$ cat config.mk
export PLATFORM = sky130hd
export DESIGN_NAME = cpu_trace_monitor
export DESIGN_NICKNAME = d
export VERILOG_FILES = /design/src/rtl/cpu_trace_monitor.sv
export SDC_FILE = /design/constraint.sdc
export NUM_CORES = 1
export LEC_CHECK = 0
export CAP_MARGIN = 15
export CORE_ASPECT_RATIO = 0.9
export CORE_MARGIN = 2
export CORE_UTILIZATION = 35
export CTS_CLUSTER_DIAMETER = 50
export DETAILED_ROUTE_END_ITERATION = 10
export PLACE_DENSITY = 0.6
export SLEW_MARGIN = 20
export SYNTH_ARGS = -nofsm -noshare
export SYNTH_HDL_FRONTEND = slang
export SYNTH_SLANG_ARGS = --single-unit
$ cat constraint.sdc
create_clock -name clock -period 4.8 [get_ports clock]
set_input_delay 0.96 -clock clock [delete_from_list [all_inputs] [get_ports clock]]
set_output_delay 0.96 -clock clock [all_outputs]
set_load 0.05 [all_outputs]
$ cat src/rtl/cpu_trace_monitor.sv
// Run monitor: cycle/commit/stall counters, circular commit trace,
// trigger-and-post-capture control and an oldest-first read port.
module cpu_trace_monitor #(
  parameter int ADDR_W    = 16,
  parameter int INSTR_W   = 16,
  parameter int STAGES    = 5,
  parameter int DEPTH     = 16,
  parameter int CNT_W     = 32,
  parameter int POST_TRIG = 4
) (
  input  logic                      clock,
  input  logic                      reset,
  input  logic                      arm,
  input  logic                      commit_valid,
  input  logic [ADDR_W-1:0]         commit_pc,
  input  logic [INSTR_W-1:0]        commit_instr,
  input  logic [STAGES-1:0]         stall_vec,
  input  logic                      halt,
  input  logic                      opcode_err,
  input  logic                      funct_err,
  input  logic                      rd_en,
  input  logic [$clog2(DEPTH)-1:0]  rd_addr,
  output logic [1:0]                state,
  output logic                      done,
  output logic [1:0]                trig_cause,
  output logic [CNT_W-1:0]          cycle_count,
  output logic [CNT_W-1:0]          commit_count,
  output logic [STAGES*CNT_W-1:0]   stall_count,
  output logic [$clog2(DEPTH):0]    trace_level,
  output logic                      rd_valid,
  output logic [ADDR_W-1:0]         rd_pc,
  output logic [INSTR_W-1:0]        rd_instr
);

  localparam int AW = $clog2(DEPTH);
  localparam int LW = AW + 1;
  localparam int EW = ADDR_W + INSTR_W;

  typedef enum logic [1:0] {
    S_IDLE = 2'b00,
    S_RUN  = 2'b01,
    S_POST = 2'b10,
    S_DONE = 2'b11
  } st_t;

  st_t                r_state;
  logic [CNT_W-1:0]   r_cyc;
  logic [CNT_W-1:0]   r_com;
  logic [CNT_W-1:0]   r_stall [STAGES];
  logic [AW-1:0]      r_wr_ptr;
  logic [LW-1:0]      r_level;
  logic [7:0]         r_post;
  logic [1:0]         r_cause;
  logic               r_rd_valid;
  logic [ADDR_W-1:0]  r_rd_pc;
  logic [INSTR_W-1:0] r_rd_instr;
  logic [EW-1:0]      r_mem [DEPTH];

  logic          w_active;
  logic          w_cap;
  logic          w_trig;
  logic          w_rd_ok;
  logic [AW-1:0] w_phys;
  logic [1:0]    w_cause;
  logic [EW-1:0] w_rd_word;

  function automatic logic [CNT_W-1:0] sat_inc(
    input logic [CNT_W-1:0] v
  );
    return (&v) ? v : v + CNT_W'(1);
  endfunction

  assign w_active = (r_state == S_RUN) ||
                    (r_state == S_POST);
  assign w_cap    = w_active && commit_valid;
  assign w_trig   = halt | opcode_err | funct_err;

  // Logical index 0 is the oldest live entry.
  assign w_phys    = r_wr_ptr - r_level[AW-1:0] + rd_addr;
  assign w_rd_word = r_mem[w_phys];
  assign w_rd_ok   = rd_en && !w_active &&
                     ({1'b0, rd_addr} < r_level);

  always_comb begin
    w_cause = 2'b00;
    if (opcode_err)     w_cause = 2'b10;
    else if (funct_err) w_cause = 2'b11;
    else if (halt)      w_cause = 2'b01;
  end

  always_ff @(posedge clock) begin
    if (reset && w_cap)
      r_mem[r_wr_ptr] <= {commit_pc, commit_instr};
  end

  always_ff @(posedge clock) begin
    if (!reset) begin
      r_state    <= S_IDLE;
      r_cyc      <= '0;
      r_com      <= '0;
      r_wr_ptr   <= '0;
      r_level    <= '0;
      r_post     <= '0;
      r_cause    <= '0;
      r_rd_valid <= 1'b0;
      r_rd_pc    <= '0;
      r_rd_instr <= '0;
      for (int i = 0; i < STAGES; i++)
        r_stall[i] <= '0;
    end else begin
      r_rd_valid <= w_rd_ok;
      r_rd_pc    <= w_rd_ok ? w_rd_word[EW-1:INSTR_W] : '0;
      r_rd_instr <= w_rd_ok ? w_rd_word[INSTR_W-1:0] : '0;
      unique case (r_state)
        S_IDLE, S_DONE: begin
          if (arm) begin
            r_state  <= S_RUN;
            r_cyc    <= '0;
            r_com    <= '0;
            r_wr_ptr <= '0;
            r_level  <= '0;
            r_post   <= '0;
            r_cause  <= '0;
            for (int i = 0; i < STAGES; i++)
              r_stall[i] <= '0;
          end
        end
        S_RUN, S_POST: begin
          r_cyc <= sat_inc(r_cyc);
          for (int i = 0; i < STAGES; i++)
            if (stall_vec[i])
              r_stall[i] <= sat_inc(r_stall[i]);
          if (commit_valid) begin
            r_wr_ptr <= r_wr_ptr + AW'(1);
            r_com    <= sat_inc(r_com);
            if (r_level != LW'(DEPTH))
              r_level <= r_level + LW'(1);
          end
          if (r_state == S_RUN && w_trig) begin
            r_cause <= w_cause;
            r_post  <= 8'(POST_TRIG);
            r_state <= (POST_TRIG == 0) ? S_DONE
                                        : S_POST;
          end else if (r_state == S_POST) begin
            r_post <= r_post - 8'd1;
            if (r_post == 8'd1)
              r_state <= S_DONE;
          end
        end
        default: r_state <= S_IDLE;
      endcase
    end
  end

  assign state        = r_state;
  assign done         = (r_state == S_DONE);
  assign trig_cause   = r_cause;
  assign cycle_count  = r_cyc;
  assign commit_count = r_com;
  assign trace_level  = r_level;
  assign rd_valid     = r_rd_valid;
  assign rd_pc        = r_rd_pc;
  assign rd_instr     = r_rd_instr;

  always_comb begin
    stall_count = '0;
    for (int i = 0; i < STAGES; i++)
      stall_count[i*CNT_W +: CNT_W] = r_stall[i];
  end

endmodule
==> run_results.csv <==
group,metric,value,unit
synth,synth.area.top_cells,"edfxtp_1, mux4_2, dfxtp_1, xor2_1, nor2_1",
global_route,gr-total-overflow,0,
sta,layout_min_cycle_time,3.87,ns
sta,final.period_utilization,80.6,%
clock_network,cts_buffers,97,
final_layout,fin_util,44.3,%
sta,worst_slew_pin_slew,0.989,ns
synth,synth_top_area_cell,"edfxtp_1",
pwr,seqPwrFrac,35.2,%
clock_network,htree_levels,3,
placed_design,globalplace.congestion,0.841,
synth,synthTopCellsByCount,"edfxtp_1, nor2_1, mux4_2",
pwr,comb_power_share,35.4,%
synth,synth_edf_count,672,
final_layout,finalInstanceArea,41900,sq um
global_route,antenna_found_initial,6,
routing,drt_iter0_markers,1521,
setup_path,crit_fanout,26,
sta,setup-tns-final,0,ns
final_layout,nFillCells,8406,
setup_path,cp-end-kind,"flop",
global_route,grt_max_degree,161,
clock_network,cts_tree,"done",
synth,seq_area_frac_synth,67.6,%
pwr,ir_worst_vdd,0.000481,V
floorplanning,die_x,329,um
floorplanning,core-area,94500,sq um
run,max_cap_viol_count,0,
clock_network,cts_hold_buf,0,
pwr,p_leak,13.7,nW
synth,ys_async_sr_fraction,0,%
final_layout,drive_gt1_share,14.5,%
sta,fmax,0.259,GHz
setup_path,required,5.29,ns
synth,synth_top_area_share,60.5,%
routing,route.detailed.drc,0,
synth,yosys_register_bits,790,
clock_network,cts_buffer_depth,3,
routing,ant_nets,0,
clock_network,cts_resized,0,
pwr,power_density,614,nW/um^2
sta,hold_viol,0,
routing,drt_first_pass_iters,5,
global_route,grt_pass1_vias,21000,
synth,ys_types,68,
clock_network,clk_pin_slew,0.06,ns
sta,rsz0062_at_grt,"false",
pwr,switching_share,35.9,%
clock_network,clk_latency,0.67,ns
clock_network,clock_sinks,790,
floorplanning,ios,316,
sta,slew_headroom,33.5,%
sta,maxSlewViolCount,0,
sta,fin_skew,0.0514,ns
setup_path,worst_ep_arrival_time,4.36,ns
routing,via_per_inst,5.25,
clock_network,root_buffer,"clkbuf_16",
clock_network,post_cts_buffers,0,
global_route,grt_pass1_wl,130000,um
synth,netlist_area,33400,sq um
floorplanning,dieHeight,297,um
setup_path,cp-start-kind,"input port",
pwr,power,25.7,mW
synth,yosysMostFrequentCell,"edfxtp_1",
synth,synthesis.nets,2324,
setup_path,reg2reg_setup_slack,1.45,ns
min_path,min_path_type,"reg2reg",
synth,ys.flop_type,"edfxtp_1",
status,outcome,"completed",
pwr,p_int,16.5,mW
routing,vias,20800,
synth,yosys_warnings,0,
placed_design,io_buffers,315,
global_route,grt_use_total,17.2,%
synth,syn_avg_cell_area,14.8,sq um
sta,finalSetupViolCount,0,
floorplanning,start_util,35.3,%
pwr,power.share.clock,29.4,%
placed_design,dp_hpwl,53300,um
floorplanning,num_rows,107,
floorplanning,die-area,97800,sq um
final_layout,finalNetCount,2696,
placed_design,dpl-instance-area,38500,sq um
pwr,power.switching,9.23,mW
routing,wl_per_cell,21.6,um
final_layout,areaGrowthSynthToFinish,25.5,%
synth,netlist_instances,2247,
routing,wl,85500,um
setup_path,worstSetupPathType,"in2reg",
-- flip-flops by register name (all words and copies together), names as in the netlist --
| register | flops |
|---|---|
| trig_cause | 2 |
| r_post | 8 |
| rd_instr | 16 |
| cycle_count | 32 |
| rd_pc | 16 |
| commit_count | 32 |
| r_mem | 512 |
| r_stall | 160 |
| state | 2 |
| rd_valid | 1 |
| trace_level | 5 |
| r_wr_ptr | 4 |
-- logic make-up (layout without fill, tap and decap cells) --
logic type,after synthesis,in the layout,synth area share (%)
compound gates,267,267,5.23
xor+xnor,154,154,4.04
fa+ha+maj,28,28,1.12
buf+inv,141,597,1.74
flops,790,790,67.6
mux,163,163,9.69
other cells,0,2,0
simple gates,704,704,10.6
-- power groups by stage --
stage / Sequential [mW] / Clock, mW / Combinational [mW]
2_1_floorplan: 10.9 / 0 / 4.52
3_3_place_gp: 9.14 / 0 / 9.05
3_5_place_dp: 9.17 / 0 / 9.17
4_1_cts: 9.06 / 7.70 / 9.20
5_1_grt: 9.16 / 7.97 / 9.70
6_report: 9.05 / 7.54 / 9.10
-- worst max-delay path, stage by stage --
cell and delay, ns:
clkdlybuf4s50_1 0.60, inv_1 0.10, fa_1 0.54, inv_1 0.07, fa_4 0.89, buf_4 0.38
mux4_2 0.36, nor2b_1 0.14, a211oi_1 0.22, a211oi_1 0.08
-- routing by layer --
layer / vias up / wire, um / GRT usage, %
li1: 9465 / - / -
met1: 10600 / 36000 / 22.1
met5: - / 46 / 0
met3: 139 / 5740 / 4.60
met4: 8 / 1950 / 5.18
met2: 569 / 41700 / 28.3
-- final timing paths --
check | endpoint | cells after the start | start
setup / recovery | rd_instr[12] | 10 | rd_addr[1]
hold / removal | cycle_count[31] | 1 | cycle_count[31]
setup reg to reg | rd_instr[12] | 9 | r_wr_ptr[1]
hold reg to reg | cycle_count[31] | 1 | cycle_count[31]
-- final cells by class --
type	count	area [sq um]	share of cell area, %
sequential	790	22500	53.8
timing repair buffer	376	3800	9.07
multi-input combinational	1316	10400	24.9
tap	1253	1570	3.74
antenna	2	5.00	0.0120
clock buffer	130	2660	6.36
inverter	38	143	0.341
clock inverter	53	733	1.75
-- stage by stage --
stage	cells	hold WS, ns	worst slack [ns]
2_1_floorplan	2247	0.474	0.314
3_3_place_gp	3773	0.479	0.318
3_5_place_dp	3773	0.478	0.282
4_1_cts	3956	0.499	0.987
5_1_grt	3958	0.529	0.877
6_report	3958	0.502	0.933
-- cell usage in the layout (no fill, tap or decap), types with 38 or more instances in the layout --
| cell | instances |
|---|---|
| edfxtp_1 | 672 |
| clkdlybuf4s50_1 | 315 |
| nor2_1 | 228 |
| mux4_2 | 128 |
| dfxtp_1 | 118 |
| nand2_1 | 112 |
| xor2_1 | 111 |
| clkbuf_16 | 97 |
| nand3_1 | 82 |
| o21ai_0 | 65 |
| a211oi_1 | 65 |
| a21oi_1 | 60 |
| nand4_1 | 51 |
| buf_4 | 46 |
| and3_1 | 45 |
| xnor2_1 | 41 |
| inv_1 | 38 |
No activity file was read; power rests on OpenSTA's default activity.
